===== config.mk =====
export PLATFORM = sky130hd
export DESIGN_NAME = spi_mem_port
export DESIGN_NICKNAME = d
export VERILOG_FILES = /design/src/rtl/spi_mem_port.sv
export SDC_FILE = /design/constraint.sdc
export NUM_CORES = 1
export LEC_CHECK = 0
export CAP_MARGIN = 10
export CORE_MARGIN = 4
export CORE_UTILIZATION = 30
export CTS_BUF_LIST = sky130_fd_sc_hd__clkbuf_4 sky130_fd_sc_hd__clkbuf_8
export DETAILED_ROUTE_END_ITERATION = 8
export SYNTH_ARGS = -nofsm -noshare
export SYNTH_HDL_FRONTEND = slang
export SYNTH_SLANG_ARGS = --single-unit
export TNS_END_PERCENT = 50

===== constraint.sdc =====
create_clock -name clk -period 2.5 [get_ports clk]
set_input_delay 0.25 -clock clk [delete_from_list [all_inputs] [get_ports clk]]
set_output_delay 0.25 -clock clk [all_outputs]
set_load 0.01 [all_outputs]

===== src/rtl/spi_mem_port.sv =====
// spi_mem_port: serial programming and readback port for N memory banks.
// Frames on cs_n/mosi (sampled on posedge clk), MSB first:
//   cmd(1=write) | bank[BANK_W] | addr[ADDR_W] | write: data[DATA_W]
//                                              | read : turnaround, DATA_W miso slots
// Ports:
//   clk, rst          system clock, synchronous active-high reset
//   cs_n, mosi, miso  serial pins (miso is the only unregistered output)
//   lock_in           core executing; write commits are refused
//   mem_rdata_in      per-bank read data, bank b at [b*DATA_W +: DATA_W]
//   mem_addr_out      address to all banks, held until the next header completes
//   mem_wdata_out     write data to all banks
//   mem_wen_out       one-hot, single-cycle write strobe
//   busy_out          frame in progress
//   frame_done_out    one-cycle pulse on successful frame completion
//   err_out           sticky error (abort, locked write, bad bank), cleared by rst
module spi_mem_port #(
    parameter int unsigned DATA_W    = 8,
    parameter int unsigned ADDR_W    = 4,
    parameter int unsigned BANK_W    = 1,
    parameter int unsigned NUM_BANKS = 2
) (
    input  logic                          clk,
    input  logic                          rst,
    input  logic                          cs_n,
    input  logic                          mosi,
    output logic                          miso,
    input  logic                          lock_in,
    input  logic [NUM_BANKS*DATA_W-1:0]   mem_rdata_in,
    output logic [ADDR_W-1:0]             mem_addr_out,
    output logic [DATA_W-1:0]             mem_wdata_out,
    output logic [NUM_BANKS-1:0]          mem_wen_out,
    output logic                          busy_out,
    output logic                          frame_done_out,
    output logic                          err_out
);

    localparam int unsigned HDR_W = 1 + BANK_W + ADDR_W;
    localparam int unsigned CNT_W = $clog2(HDR_W + DATA_W + 1);

    typedef enum logic [2:0] {IDLE, HDR, WDATA, TURN, RDATA, DRAIN} state_t;

    state_t                 r_state, w_state_next;
    logic                   r_cs_prev;
    logic [CNT_W-1:0]       r_cnt, w_cnt_next;
    logic [HDR_W-2:0]       r_hdr, w_hdr_next;
    logic [DATA_W-2:0]      r_wshift, w_wshift_next;
    logic [DATA_W-1:0]      r_out, w_out_next;
    logic [BANK_W-1:0]      r_bank, w_bank_next;
    logic [ADDR_W-1:0]      r_addr, w_addr_next;
    logic [DATA_W-1:0]      r_wdata, w_wdata_next;
    logic [NUM_BANKS-1:0]   r_wen, w_wen_next;
    logic                   r_done, w_done_next;
    logic                   r_err, w_err_next;
    logic                   r_busy;

    logic [HDR_W-1:0]       w_hdr_full;
    logic [DATA_W-1:0]      w_word;
    logic [NUM_BANKS-1:0]   w_bank_onehot;
    logic [DATA_W-1:0]      w_bank_rdata;
    logic                   w_bank_valid;
    logic                   w_in_frame;

    assign w_hdr_full = {r_hdr, mosi};
    assign w_word     = {r_wshift, mosi};
    assign w_in_frame = (r_state == HDR) || (r_state == WDATA) ||
                        (r_state == TURN) || (r_state == RDATA);

    // Bank decode; an unimplemented bank yields an all-zero strobe and read word.
    always_comb begin
        w_bank_onehot = '0;
        w_bank_rdata  = '0;
        for (int b = 0; b < int'(NUM_BANKS); b++) begin
            if (r_bank == BANK_W'(b)) begin
                w_bank_onehot[b] = 1'b1;
                w_bank_rdata     = mem_rdata_in[b*DATA_W +: DATA_W];
            end
        end
    end
    assign w_bank_valid = |w_bank_onehot;

    // Next-state and next-output logic.
    always_comb begin
        w_state_next  = r_state;
        w_cnt_next    = r_cnt;
        w_hdr_next    = r_hdr;
        w_wshift_next = r_wshift;
        w_out_next    = r_out;
        w_bank_next   = r_bank;
        w_addr_next   = r_addr;
        w_wdata_next  = r_wdata;
        w_wen_next    = '0;
        w_done_next   = 1'b0;
        w_err_next    = r_err;

        if (cs_n && w_in_frame) begin
            // Master deselected before the frame finished.
            w_state_next = IDLE;
            w_out_next   = '0;
            w_err_next   = 1'b1;
        end else begin
            case (r_state)
                IDLE: begin
                    // Start only on an observed high-to-low transition of cs_n.
                    if (!cs_n && r_cs_prev) begin
                        w_hdr_next   = (HDR_W-1)'(mosi);
                        w_cnt_next   = CNT_W'(1);
                        w_state_next = HDR;
                    end
                end
                HDR: begin
                    w_hdr_next = w_hdr_full[HDR_W-2:0];
                    w_cnt_next = r_cnt + CNT_W'(1);
                    if (r_cnt == CNT_W'(HDR_W - 1)) begin
                        w_bank_next  = w_hdr_full[HDR_W-2 -: BANK_W];
                        w_addr_next  = w_hdr_full[ADDR_W-1:0];
                        w_cnt_next   = '0;
                        w_state_next = w_hdr_full[HDR_W-1] ? WDATA : TURN;
                    end
                end
                WDATA: begin
                    w_wshift_next = w_word[DATA_W-2:0];
                    w_cnt_next    = r_cnt + CNT_W'(1);
                    if (r_cnt == CNT_W'(DATA_W - 1)) begin
                        w_state_next = DRAIN;
                        if (w_bank_valid && !lock_in) begin
                            w_wdata_next = w_word;
                            w_wen_next   = w_bank_onehot;
                            w_done_next  = 1'b1;
                        end else begin
                            w_err_next = 1'b1;
                        end
                    end
                end
                TURN: begin
                    w_out_next   = w_bank_valid ? w_bank_rdata : '0;
                    w_err_next   = r_err | ~w_bank_valid;
                    w_cnt_next   = '0;
                    w_state_next = RDATA;
                end
                RDATA: begin
                    // Last slot is sampled by the master at this edge; no shift needed.
                    if (r_cnt == CNT_W'(DATA_W - 1)) begin
                        w_out_next   = '0;
                        w_done_next  = w_bank_valid;
                        w_state_next = DRAIN;
                    end else begin
                        w_out_next = {r_out[DATA_W-2:0], 1'b0};
                        w_cnt_next = r_cnt + CNT_W'(1);
                    end
                end
                DRAIN: begin
                    if (cs_n) begin
                        w_state_next = IDLE;
                    end
                end
                default: w_state_next = IDLE;
            endcase
        end
    end

    // State and output registers.
    always_ff @(posedge clk) begin
        if (rst) begin
            r_state   <= IDLE;
            r_cs_prev <= 1'b0;
            r_cnt     <= '0;
            r_hdr     <= '0;
            r_wshift  <= '0;
            r_out     <= '0;
            r_bank    <= '0;
            r_addr    <= '0;
            r_wdata   <= '0;
            r_wen     <= '0;
            r_done    <= 1'b0;
            r_err     <= 1'b0;
            r_busy    <= 1'b0;
        end else begin
            r_state   <= w_state_next;
            r_cs_prev <= cs_n;
            r_cnt     <= w_cnt_next;
            r_hdr     <= w_hdr_next;
            r_wshift  <= w_wshift_next;
            r_out     <= w_out_next;
            r_bank    <= w_bank_next;
            r_addr    <= w_addr_next;
            r_wdata   <= w_wdata_next;
            r_wen     <= w_wen_next;
            r_done    <= w_done_next;
            r_err     <= w_err_next;
            r_busy    <= (w_state_next != IDLE);
        end
    end

    assign miso           = ((r_state == TURN) || (r_state == RDATA)) ? r_out[DATA_W-1] : 1'b0;
    assign mem_addr_out   = r_addr;
    assign mem_wdata_out  = r_wdata;
    assign mem_wen_out    = r_wen;
    assign busy_out       = r_busy;
    assign frame_done_out = r_done;
    assign err_out        = r_err;

endmodule


-- Word-level counts from Yosys, hierarchy flattened
Index checks and enable logic that the tools add are counted.
- bitwise gates (word level): 6
- add/sub/neg operators: 1
- reduce and logical (&&, ||, !) cells: 25
- equal/unequal tests: 11
- muxes and demuxes: 28
- operator list (cell ; count):
    2-to-1 mux 8 bit ; 3
    case mux 4 bit (5 select lines) ; 1
    case mux 8 bit (2 select lines) ; 1
    2-to-1 mux 3 bit ; 5
    case mux 3 bit (5 select lines) ; 1
    2-to-1 mux 4 bit ; 3
    2-to-1 mux 1 bit ; 10
    case mux 5 bit (2 select lines) ; 1
    AND reduction 3 bit ; 3
    == test 4 x 3 -> 1 bit, second input constant ; 2
    AND reduction 4 bit ; 2
    == test 3 x 2 -> 1 bit, second input constant ; 2
    == test 3 bit, second input constant ; 2
    nonzero test 3 bit ; 2
    OR reduction 2 bit ; 3
    2-to-1 mux 5 bit ; 1
    NOT 1 bit ; 5
    nonzero test 5 bit ; 1
    OR reduction 5 bit ; 1
    adder 4 x 1 -> 4 bit, second input constant ; 1
    logical OR 1 bit ; 4
    != test 2 bit, second input constant ; 2
    case mux 1 bit (2 select lines) ; 2
    nonzero test 2 bit ; 2
    other kinds (8) ; 11
- word-level logic and storage cells: 84
- flip-flop bits (word level): 46
- input bits: 21

-- Depth between registers and ports, before layout
Gate-level depths: netlist (run 1).
- word-level depth: 7
- mapped depth: 7
- gate-level depth less buffers: 6

-- Worst setup path after synthesis (run 1)
Ideal clock, no wire load.
- path kind: register to register
- start: register r_state[2]
- end: register r_wdata[0], in the netlist mem_wdata_out[0]
- clock period less this slack: 1.811 ns
- slack: 0.689 ns
- arrival: 1.683 ns
- buffers on the path: 2
- data required time: 2.372 ns
- cell stages (with the launch flop): 7
- cell sequence: dfxtp_1 -> buf_6 -> or4b_4 -> buf_6 -> nor3_4 -> mux2i_1 -> nor2_1
- cells in the longest elaborated chain, start to end: 7
- elaborated cells on any way between the ends: 10
- RTL lines (item ; RTL line ; text):
    start, declared ; 42 ; state_t r_state, w_state_next;
    start signal, assigned ; 178 ; r_state <= w_state_next;
    == test 3 x 1 -> 1 bit / == test 3 x 2 -> 1 bit (equally long branches) ; 65, 101 ;
    logical OR 1 bit (2 in a row) ; 65 ; assign w_in_frame = (r_state == HDR) || (r_state == WDATA) ||
    logical OR 1 bit ; 66 ; (r_state == TURN) || (r_state == RDATA);
    logical AND 1 bit ; 95 ; if (cs_n && w_in_frame) begin
    NOT 1 bit (no source line) ; n/a ;
    AND reduction 4 bit (no source line) (*) ; n/a ;
    end signal, assigned ; 186 ; r_wdata <= w_wdata_next;
    end, declared ; 50 ; logic [DATA_W-1:0] r_wdata, w_wdata_next;
Mark *: on every way between the ends. The rest lies on a longest branch, timed or not.
A chain may end at the register's enable or synchronous reset.

-- Worst setup path in the final report (run 1)
- start: register r_state[2]
- end: output port miso
- cells in the longest elaborated chain, start to end: 3
- elaborated cells on any way between the ends: 4
- RTL lines (item ; RTL line ; text):
    == test 3 x 2 -> 1 bit / == test 3 bit (equally long branches) ; 194 ; assign miso = ((r_state == TURN) || (r_state == RDATA)) ? r_out[DATA_W-1] : 1'b0;
    logical OR 1 bit (*) ; 194 ;
    2-to-1 mux 1 bit (*) ; 194 ;
    end, declared ; 26 ; output logic miso,
Marked as above.

==> results by group, run 1 <==
Pwr
  – Net switching power figure: 0.325 mW
  – Fraction of power consumed by the clock network: 34.5%
  – Peak supply drop: 244 uV
  – Part of the power in combinational logic: 10.4%
  – PD cells: 504 nW/um2
  – Share of total power in sequential cells: 55.1%
  – Switch share: 23.8%
  – LEAKAGE: 0.916 nW
  – Design Power: 1.36 mW
  – Internal power: 1.04 mW

Critical path
  – Category of the worst setup path launch point: register
  – Worst endpoint required time: 2250 ps
  – Crit path launch: r_state[2]
  – Maximum net fanout on the critical path: 15
  – CP Buf/Inv Count: 1
  – Sort of element at the end of the critical path: output pin
  – Critical setup path kind: register to output pin
  – Start of the worst register-to-register path: r_state[0]
  – Crit path DAT: 2040 ps
  – Cell with the largest stage delay on the worst path: sky130_fd_sc_hd__dfxtp_1
  – Cell family with the largest share of critical-path delay: flip-flops
  – Critical path's largest stage delay: 610 ps
  – CP Cell Sequence: and3b_1, a21oi_1, nor2b_1, clkdlybuf4s50_1

Placement
  – Number of cells in the design after placement: 371
  – Count of buffers from port buffering: 38
  – Routability-driven placement congestion ratio: 0.793
  – Post-detail-place hpwl: 3430 um
  – Post-Place Worst Slack: 382 ps

CTS
  – Number of levels in the clock H-tree: 2
  – Number of cells upsized or downsized after cts: 0
  – Clock sink count: 46
  – CTS Hold Bufs: 0
  – Register clock-pin slew on the reported worst setup and hold paths: 80 ps
  – Worst-Skew Late Latency: 290 ps
  – Clock root buffer: sky130_fd_sc_hd__clkbuf_8
  – Clock tree buffer depth: 2
  – Clock tree from TritonCTS: done
  – Number of buffers inserted during clock tree synthesis: 5
  – Number of buffers inserted to repair setup after CTS: 0

GRT
  – Maximum number of pins on one net before global-route repair: 20
  – Number of antenna violations at the first check in global routing: 0
  – Remaining global-route overflow: 0
  – Total routing resource utilization after global routing: 11.7%
  – Wire length of the first global-routing pass: 8230 um
  – Number of global-route vias before repair: 1734

Die
  – Core Region: 6830 um2
  – Total I/O pin count: 39
  – Die Outline Area: 8450 um2
  – Chip Height: 91.9 um
  – Floorplan die width: 91.9 um
  – Site row count: 30
  – Effective utilization at floorplan: 30.9%

Routing
  – Average wire per cell in the routed design: 12.4 um
  – Post-route DRC: 0
  – Wire length after detailed routing: 4710 um
  – Drt initial violations: 105
  – Antenna Nets Post-Route: 0
  – Routed via count: 1826
  – Detailed-router iteration count before antenna repair: 4
  – Post-detailed-route via-to-cell ratio: 4.82

Yosys
  – Cell type contributing the most total cell area after synthesis: sky130_fd_sc_hd__dfxtp_1
  – Number of distinct library cells after synthesis: 45
  – Share of the yosys chip area belonging to registers: 43.6%
  – Dominant cell by count in the synthesized netlist: sky130_fd_sc_hd__dfxtp_1
  – Synth Warn #: 0
  – Most frequent cells after synthesis: sky130_fd_sc_hd__dfxtp_1, sky130_fd_sc_hd__nand2_1, sky130_fd_sc_hd__a21oi_1
  – Average footprint of a synthesized cell: 8.70 um2
  – Count of state elements after synthesis: 46
  – Post-Syn Instances: 243
  – Area share of the largest cell type after synthesis: 43.6%
  – Dominant cells by area after synthesis: sky130_fd_sc_hd__dfxtp_1, sky130_fd_sc_hd__a21oi_1, sky130_fd_sc_hd__nand2_1
  – Number of enable flip-flop cells after synthesis: 0
  – Async set-reset flop share out of synthesis: 0%
  – Netlist area before placement: 2110 um2
  – Predominant post-synthesis flop cell: sky130_fd_sc_hd__dfxtp_1
  – Net count of the mapped netlist: 266

STA
  – Final clock skew: 4.46 ps
  – Number of endpoints failing setup at the final stage: 0
  – Max Transition Viols Final: 0
  – Final-layout setup total negative slack: 0 ps
  – Setup slack after layout: 210 ps
  – Actual slew at the worst max-slew pin: 504 ps
  – Setup repair after global routing missed its margin: false
  – Final Cycle Share: 91.6%
  – WHS: 456 ps
  – Rel. slew slack: 66.3%
  – Number of endpoints with negative hold slack in the final report: 0
  – Fmax achieved: 437 MHz
  – Minimum clock period: 2290 ps

Final layout
  – Final std cells w/o fill: 379
  – Area growth, synth to finish: 28.0%
  – Fill cell total of the finished layout: 711
  – Net count of the finished layout: 305
  – Share of cells above drive strength 1: 11.0%
  – Antenna cells: 0

Outcome
  – Outcome: complete, no violations

Worst hold path
  – Classification of the worst-slack hold path: register to register
  – Worst hold start: r_out[7]

Run
  – Max capacitance violation total: 0
## cell type report
type	count	area (um2)	area share, %
Tap cell	96	120	4.44
Inverter	9	33.8	1.25
Clock buffer	6	82.6	3.05
Clock inverter	2	12.5	0.463
Sequential cell	46	921	34.0
Multi-Input combinational cell	171	1070	39.6
Timing Repair Buffer	49	463	17.1
## final timing paths
path                                         end  slack [ps]  cells past startpoint
worst max-delay path                        miso         210                      4
worst min-delay path                    r_out[7]         460                      2
worst max register to register  mem_wdata_out[6]         460                      5
worst min register to register          r_out[7]         460                      2
## sequential cells by signal, summed over array words and instances (netlist names)
signal / cells
r_hdr: 5
err_out: 1
r_cnt: 4
mem_wen_out: 2
r_wshift: 7
r_cs_prev: 1
mem_addr_out: 4
r_bank: 1
busy_out: 1
frame_done_out: 1
r_state: 3
r_out: 8
mem_wdata_out: 8
## power groups by stage
| stage | combinational, mW | sequential [mW] | clock, mW |
|---|---|---|---|
| finish | 0.142 | 0.752 | 0.471 |
| global route | 0.158 | 0.754 | 0.515 |
| CTS | 0.144 | 0.752 | 0.489 |
| detailed placement | 0.143 | 0.769 | 0 |
| global placement | 0.141 | 0.769 | 0 |
| floorplan | 0.0796 | 0.768 | 0 |
## cells by family after synthesis
| group | synth area share (%) |
|---|---|
| AOI/OAI and AO/OA | 18.7 |
| adders and majority gates | 1.18 |
| buffers and inverters | 5.68 |
| DFF | 43.6 |
| muxes | 9.06 |
| and+or+nand+nor | 21.8 |
## through the flow
| step | instance area, um2 | utilization (%) |
|---|---|---|
| floorplan | 2110 | - |
| global route | 2710 | 39.6 |
| CTS | 2710 | 39.6 |
| global placement | 2610 | 38.2 |
| finish | 2710 | 39.6 |
| detailed placement | 2610 | 38.2 |
## routing by layer
metal  vias up  global-route usage [%]  wire, um
met5         -                       0         0
met4         0                    3.84        76
met3         8                    3.20       216
met2        37                    19.6      2190
met1       845                    14.4      2230
li1        936                       -         -
## worst min-delay path, cell delays in order (launching register included)
cell and delay, ps:
sky130_fd_sc_hd__dfxtp_1 310, sky130_fd_sc_hd__nand2_1 50, sky130_fd_sc_hd__a21oi_1 50
## cells in the final DEF (no fill, tap or decap), types with 2 or more instances in the layout
master                            Yosys  layout
sky130_fd_sc_hd__dfxtp_1             46      46
sky130_fd_sc_hd__clkdlybuf4s50_1      0      38
sky130_fd_sc_hd__nand2_1             29      29
sky130_fd_sc_hd__a21oi_1             25      25
sky130_fd_sc_hd__nor2_1              24      24
sky130_fd_sc_hd__a22oi_1             11      11
sky130_fd_sc_hd__buf_4                0      11
sky130_fd_sc_hd__inv_1                9       9
sky130_fd_sc_hd__mux2i_1              9       9
sky130_fd_sc_hd__mux2_2               8       8
sky130_fd_sc_hd__nand3_1              7       7
sky130_fd_sc_hd__clkbuf_8             0       6
sky130_fd_sc_hd__nor2b_1              5       5
sky130_fd_sc_hd__nor3_1               5       5
sky130_fd_sc_hd__and3b_1              4       4
sky130_fd_sc_hd__nand2b_1             4       4
sky130_fd_sc_hd__o211ai_1             4       4
sky130_fd_sc_hd__o21ai_0              4       4
sky130_fd_sc_hd__or4_1                2       2
sky130_fd_sc_hd__o311ai_0             2       2
sky130_fd_sc_hd__and2_1               2       2
sky130_fd_sc_hd__o21bai_1             2       2
sky130_fd_sc_hd__ha_1                 2       2
Note: power is estimated with default switching activity, not from simulation.
==> run 2, diff against run 1 <==
Settings changed: CORE_MARGIN 4 to default, GPL_TIMING_DRIVEN from default to 0.
==> results by group, run 2 (synthesis gave the netlist of run 1 again) <==
STA
  – Minimum clock period: 2350 ps (was 2290 ps)
  – Max Transition Viols Final: 0 (unchanged)
  – Final-layout setup total negative slack: 0 ps (unchanged)
  – Number of endpoints failing setup at the final stage: 0 (unchanged)
  – Final clock skew: 10.1 ps (was 4.46 ps)
  – Number of endpoints with negative hold slack in the final report: 0 (unchanged)
  – Final Cycle Share: 93.8% (was 91.6%)
  – Setup slack after layout: 154 ps (was 210 ps)
  – Setup repair after global routing missed its margin: false (unchanged)
  – Actual slew at the worst max-slew pin: 937 ps (was 504 ps)
  – Fmax achieved: 426 MHz (was 437 MHz)
  – Rel. slew slack: 37.3% (was 66.3%)

Outcome
  – Outcome: complete, no violations (unchanged)

Pwr
  – Peak supply drop: 253 uV (was 244 uV)
  – Net switching power figure: 0.344 mW (was 0.325 mW)
  – Share of total power in sequential cells: 55.4% (was 55.1%)
  – LEAKAGE: 0.909 nW (was 0.916 nW)
  – Switch share: 25.3% (was 23.8%)
  – Part of the power in combinational logic: 10.7% (was 10.4%)
  – Internal power: 1.02 mW (was 1.04 mW)
  – PD cells: 502 nW/um2 (was 504 nW/um2)
  – Fraction of power consumed by the clock network: 34.0% (was 34.5%)

CTS
  – Clock sink count: 46 (unchanged)
  – Register clock-pin slew on the reported worst setup and hold paths: 90 ps (was 80 ps)
  – Number of buffers inserted to repair setup after CTS: 0 (unchanged)
  – Number of levels in the clock H-tree: 2 (unchanged)
  – Worst-Skew Late Latency: 300 ps (was 290 ps)
  – Clock root buffer: sky130_fd_sc_hd__clkbuf_8 (unchanged)
  – Clock tree from TritonCTS: done (unchanged)
  – Clock tree buffer depth: 2 (unchanged)
  – Number of buffers inserted during clock tree synthesis: 5 (unchanged)

Placement
  – Count of buffers from port buffering: 37 (was 38)
  – Post-detail-place hpwl: 3430 um (about the same)
  – Post-Place Worst Slack: 126 ps (was 382 ps)
  – Routability-driven placement congestion ratio: 0.818 (was 0.793)

Final layout
  – Net count of the finished layout: 309 (was 305)
  – Fraction of the core area covered by cells at the end of the flow: 39.8% (was 39.6%)
  – Antenna cells: 0 (unchanged)
  – Most common cell after layout, fill and taps aside: sky130_fd_sc_hd__dfxtp_1 (unchanged)
  – Area growth, synth to finish: 28.1% (was 28.0%)
  – Share of cells above drive strength 1: 10.5% (was 11.0%)
  – Commonest cells after routing, fill and taps aside: sky130_fd_sc_hd__dfxtp_1, sky130_fd_sc_hd__clkdlybuf4s50_1, sky130_fd_sc_hd__nand2_1 (unchanged)

Critical path
  – Crit path DAT: 2100 ps (was 2040 ps)
  – Category of the worst setup path launch point: register (unchanged)
  – Maximum net fanout on the critical path: 10 (was 15)
  – CP Buf/Inv Count: 3 (was 1)
  – Cell mode on critical path: sky130_fd_sc_hd__buf_2
  – Worst endpoint required time: 2250 ps (about the same)
  – Critical path's largest stage delay: 480 ps (was 610 ps)
  – CP Cell Sequence: buf_2, buf_2, nor2_1, a21oi_4, nor2b_1, clkdlybuf4s50_1 (was and3b_1, a21oi_1, nor2b_1, clkdlybuf4s50_1)
  – Cell family with the largest share of critical-path delay: buffers and inverters (was flip-flops)
  – Cell with the largest stage delay on the worst path: sky130_fd_sc_hd__clkdlybuf4s50_1 (was sky130_fd_sc_hd__dfxtp_1)
  – Critical setup path kind: register to output pin (unchanged)
  – Sort of element at the end of the critical path: output pin (unchanged)

GRT
  – Maximum number of pins on one net before global-route repair: 17 (was 20)
  – Number of antenna violations at the first check in global routing: 0 (unchanged)
  – Total routing resource utilization after global routing: 13.1% (was 11.7%)
  – Number of global-route vias before repair: 1678 (was 1734)
  – Remaining global-route overflow: 0 (unchanged)
  – Wire length of the first global-routing pass: 7830 um (was 8230 um)

Worst hold path
  – Classification of the worst-slack hold path: register to register (unchanged)

Routing
  – Average wire per cell in the routed design: 12.5 um (was 12.4 um)
  – Antenna Nets Post-Route: 0 (unchanged)
  – Drt initial violations: 107 (was 105)
  – Detailed-router iteration count before antenna repair: 4 (unchanged)
  – Post-route DRC: 0 (unchanged)
  – Post-detailed-route via-to-cell ratio: 4.81 (was 4.82)
  – Routed via count: 1842 (was 1826)
  – Wire length after detailed routing: 4780 um (was 4710 um)

Die
  – Die Outline Area: 7380 um2 (was 8450 um2)
  – Total I/O pin count: 39 (unchanged)
  – Floorplan die width: 85.9 um (was 91.9 um)
  – Chip Height: 85.9 um (was 91.9 um)
  – Core Region: 6790 um2 (was 6830 um2)
  – Effective utilization at floorplan: 31.1% (was 30.9%)
  – Site row count: 30 (unchanged)

Run
  – Max capacitance violation total: 0 (unchanged)
[run 2: stage by stage]
step                hold WS (ps)  cells  total power, mW  area, um2
finish                       452    383             1.36       2710
floorplan                    386    243            0.848       2110
CTS                          458    383             1.38       2710
detailed placement           445    376            0.912       2600
global placement             439    376            0.910       2600
global route                 473    383             1.43       2710
[run 2: final cells by class]
type                    count  area, um2
well taps                  96        120
repair buffers             37        370
plain buffers              16       82.6
inverters                   9       33.8
flip-flops and latches     46        922
multi-input cells         171       1080
clock buffers               5       68.8
fillers                   707       4090
clock inverters             3       25.0
[run 2: power by group through the flow]
stage | Clock (mW) | Combinational (mW) | Sequential, mW
2_1_floorplan | 0 | 0.0796 | 0.768
3_5_place_dp | 0 | 0.143 | 0.769
6_report | 0.461 | 0.145 | 0.753
5_1_grt | 0.511 | 0.159 | 0.755
3_3_place_gp | 0 | 0.141 | 0.769
4_1_cts | 0.486 | 0.145 | 0.752
[run 2: path summary, 6_finish.rpt]
path	cells past startpoint	end	startpoint	slack, ps
max	6	miso	r_state[0]	150
min	2	r_out[7]	r_out[7]	450
max reg2reg	6	r_cnt[2]	r_state[1]	430
min reg2reg	2	r_out[7]	r_out[7]	450
[run 2: worst register-to-register path: stages (launching register included)]
cell and delay, ps:
sky130_fd_sc_hd__dfxtp_1 330, sky130_fd_sc_hd__buf_2 190, sky130_fd_sc_hd__buf_2 240, sky130_fd_sc_hd__nor3_1 80, sky130_fd_sc_hd__o32ai_1 770, sky130_fd_sc_hd__o211ai_1 190
sky130_fd_sc_hd__o311ai_0 170
[run 2: routing by layer]
| layer | GRT usage, % | wire (um) | vias to the layer above |
|---|---|---|---|
| met3 | 3.18 | 237 | 4 |
| met2 | 20.7 | 2150 | 44 |
| met4 | 3.94 | 38 | 0 |
| li1 | - | - | 946 |
| met1 | 17.6 | 2360 | 848 |
| met5 | 0 | 0 | - |
[run 2: what timing repair did]
action                     CTS  global route
hold buffers                 0             0
gates resized for setup      2             1
setup endpoints to repair    1             1
==> run 3, diff against run 2 <==
Settings changed: CORE_ASPECT_RATIO from default to 1.25, CORE_UTILIZATION 30 to 40.
==> results by group, run 3 (synthesis gave the netlist of run 1 again) <==
STA
  – Final Cycle Share: 92.9% (was 93.8%)
  – Final clock skew: 8.81 ps (was 10.1 ps)
  – Actual slew at the worst max-slew pin: 969 ps (was 937 ps)
  – Rel. slew slack: 35.2% (was 37.3%)
  – Setup slack after layout: 178 ps (was 154 ps)
  – Max Transition Viols Final: 0 (unchanged)
  – Minimum clock period: 2320 ps (was 2350 ps)
  – Fmax achieved: 431 MHz (was 426 MHz)
  – Number of endpoints failing setup at the final stage: 0 (unchanged)
  – Final-layout setup total negative slack: 0 ps (unchanged)
  – Number of endpoints with negative hold slack in the final report: 0 (unchanged)
  – Setup repair after global routing missed its margin: false (unchanged)

Worst hold path
  – Worst hold start: r_out[7] (unchanged)
  – Worst Hold Path EP: r_out[7] (unchanged)
  – WHS Path Cells: 2 (unchanged)
  – Classification of the worst-slack hold path: register to register (unchanged)

Critical path
  – Critical path's largest stage delay: 480 ps (about the same)
  – Worst endpoint required time: 2250 ps (about the same)
  – Sort of element at the end of the critical path: output pin (unchanged)
  – Maximum net fanout on the critical path: 10 (unchanged)
  – Crit path DAT: 2070 ps (was 2100 ps)
  – Cell family with the largest share of critical-path delay: buffers and inverters (unchanged)
  – Category of the worst setup path launch point: register (unchanged)
  – CP Cell Sequence: buf_2, clkbuf_4, nor2_1, a21oi_4, nor2b_1, clkdlybuf4s50_1 (was buf_2, buf_2, nor2_1, a21oi_4, nor2b_1, clkdlybuf4s50_1)
  – Worst reg2reg endpoint: r_cnt[0] (was r_cnt[2])
  – Cell with the largest stage delay on the worst path: sky130_fd_sc_hd__clkdlybuf4s50_1 (unchanged)
  – Critical path depth in cells: 6 (unchanged)
  – Start of the worst register-to-register path: r_state[1] (unchanged)
  – Critical setup path kind: register to output pin (unchanged)
  – R2R depth: 6 (unchanged)
  – CP Buf/Inv Count: 3 (unchanged)
  – Slack of the worst reg-to-reg path: 430 ps (about the same)

Routing
  – Wire length after detailed routing: 4630 um (was 4780 um)
  – Wl on met1: 2160 um (was 2360 um)
  – Antenna Nets Post-Route: 0 (unchanged)
  – Routed via count: 1845 (was 1842)
  – Drt initial violations: 57 (was 107)
  – Average wire per cell in the routed design: 13.3 um (was 12.5 um)
  – Detailed-router iteration count before antenna repair: 4 (unchanged)
  – Post-detailed-route via-to-cell ratio: 5.29 (was 4.81)
  – Highest metal layer with signal wires: met4 (unchanged)
  – Post-route DRC: 0 (unchanged)
  – Met3 layer wire length in the routed design: 199 um (was 237 um)
  – Met2 layer wire length in the routed design: 2220 um (was 2150 um)

CTS
  – Clock tree from TritonCTS: done (unchanged)
  – Register clock-pin slew on the reported worst setup and hold paths: 90 ps (about the same)
  – Number of levels in the clock H-tree: 2 (unchanged)
  – Number of buffers inserted during clock tree synthesis: 5 (unchanged)
  – CTS Hold Bufs: 0 (unchanged)
  – Clock root buffer: sky130_fd_sc_hd__clkbuf_8 (unchanged)
  – Clock tree buffer depth: 2 (unchanged)
  – Clock sink count: 46 (unchanged)
  – Worst-Skew Late Latency: 300 ps (about the same)

GRT
  – Total routing resource utilization after global routing: 18.3% (was 13.1%)
  – Number of antenna violations at the first check in global routing: 0 (unchanged)
  – Number of global-route vias before repair: 1766 (was 1678)
  – Remaining global-route overflow: 0 (unchanged)
  – Maximum number of pins on one net before global-route repair: 15 (was 17)
  – Wire length of the first global-routing pass: 8010 um (was 7830 um)

Die
  – Floorplan die width: 67.0 um (was 85.9 um)
  – Chip Height: 83.3 um (was 85.9 um)
  – Total I/O pin count: 39 (unchanged)
  – Site row count: 29 (was 30)
  – Die Outline Area: 5580 um2 (was 7380 um2)
  – Effective utilization at floorplan: 41.6% (was 31.1%)
  – Core Region: 5080 um2 (was 6790 um2)

Pwr
  – Fraction of power consumed by the clock network: 33.8% (was 34.0%)
  – Peak supply drop: 369 uV (was 253 uV)
  – Share of total power in sequential cells: 55.5% (was 55.4%)
  – Part of the power in combinational logic: 10.7% (about the same)
  – Switch share: 24.5% (was 25.3%)
  – PD cells: 509 nW/um2 (was 502 nW/um2)
  – LEAKAGE: 0.912 nW (was 0.909 nW)
  – Internal power: 1.02 mW (about the same)
  – Net switching power figure: 0.333 mW (was 0.344 mW)

Outcome
  – Outcome: complete, no violations (unchanged)

Placement
  – Post-Place Worst Slack: 98.2 ps (was 126 ps)
  – Count of buffers from port buffering: 37 (unchanged)
  – Routability-driven placement congestion ratio: 0.771 (was 0.818)
  – Post-detail-place hpwl: 3310 um (was 3430 um)

Run
  – Max capacitance violation total: 0 (unchanged)

Final layout
  – Combined flip-flop and latch cell area: 922 um2 (unchanged)
  – Fill cell total of the finished layout: 511 (was 707)
  – Share of cells above drive strength 1: 10.8% (was 10.5%)
  – Most common cell after layout, fill and taps aside: sky130_fd_sc_hd__dfxtp_1 (unchanged)
  – Net count of the finished layout: 309 (unchanged)
  – Commonest cells after routing, fill and taps aside: sky130_fd_sc_hd__dfxtp_1, sky130_fd_sc_hd__clkdlybuf4s50_1, sky130_fd_sc_hd__nand2_1 (unchanged)
  – Area growth, synth to finish: 26.1% (was 28.1%)
  – Antenna cells: 0 (unchanged)
  – Multi-input gate area in the final layout: 1080 um2 (about the same)
## run 3: cell count changes in the layout (fill, tap and decap cells not counted), sizes merged
cell / previous run / this run
clkinv: 1 / 2
inv: 10 / 9
buf: 8 / 7
clkinvlp: 1 / 0
clkbuf: 13 / 15
## run 3: routing by layer
metal / vias up / track usage, %
met5: - / 0
met4: 0 / 5.80
met3: 6 / 4.26
met2: 39 / 30.0
met1: 855 / 23.1
li1: 945 / -
## run 3: layout make-up
cell class	instances	share of cell area (%)
well taps	62	2.91
clock buffers	6	2.87
inverters	9	1.27
flip-flops and latches	46	34.6
repair buffers	37	13.9
multi-input cells	171	40.7
plain buffers	16	3.19
clock inverters	2	0.517
## run 3: worst max path at each step
stage	to	slack, ps	start
2_1_floorplan	mem_wdata_out[0]	690	r_state[2]
3_5_place_dp	miso	100	r_state[0]
4_1_cts	miso	20	r_state[0]
6_report	miso	180	r_state[0]
5_1_grt	miso	40	r_state[0]
3_3_place_gp	miso	90	r_state[0]
## run 3: worst register-to-register path, stage by stage, from the launching register on
cell                       delay [ps]
sky130_fd_sc_hd__dfxtp_1          330
sky130_fd_sc_hd__buf_2            190
sky130_fd_sc_hd__buf_2            230
sky130_fd_sc_hd__nor3_1            80
sky130_fd_sc_hd__o32ai_1          790
sky130_fd_sc_hd__nor2_1            80
sky130_fd_sc_hd__a311oi_1         270
## run 3: through the flow
step	power [mW]	hold slack (ps)	std cells	cell area [um2]	utilization, %
3_3_place_gp	0.909	440	342	2560	50.4
4_1_cts	1.38	453	349	2660	52.3
5_1_grt	1.42	477	349	2660	52.4
2_1_floorplan	0.848	386	243	2110	-
3_5_place_dp	0.910	440	342	2560	50.4
6_report	1.36	449	349	2660	52.4
## run 3: power by group through the flow
stage | clock network, mW | logic (mW) | registers, mW
4_1_cts | 0.482 | 0.144 | 0.751
2_1_floorplan | 0 | 0.0796 | 0.768
3_3_place_gp | 0 | 0.141 | 0.769
3_5_place_dp | 0 | 0.142 | 0.769
5_1_grt | 0.507 | 0.160 | 0.754
6_report | 0.459 | 0.145 | 0.752
## run 3: timing repair
action | in CTS | in global routing
buffers inserted | 0 | 0
setup endpoints to repair | 1 | 1
endpoints found under the hold margin | 0 | 0
resized for setup | 2 | 3
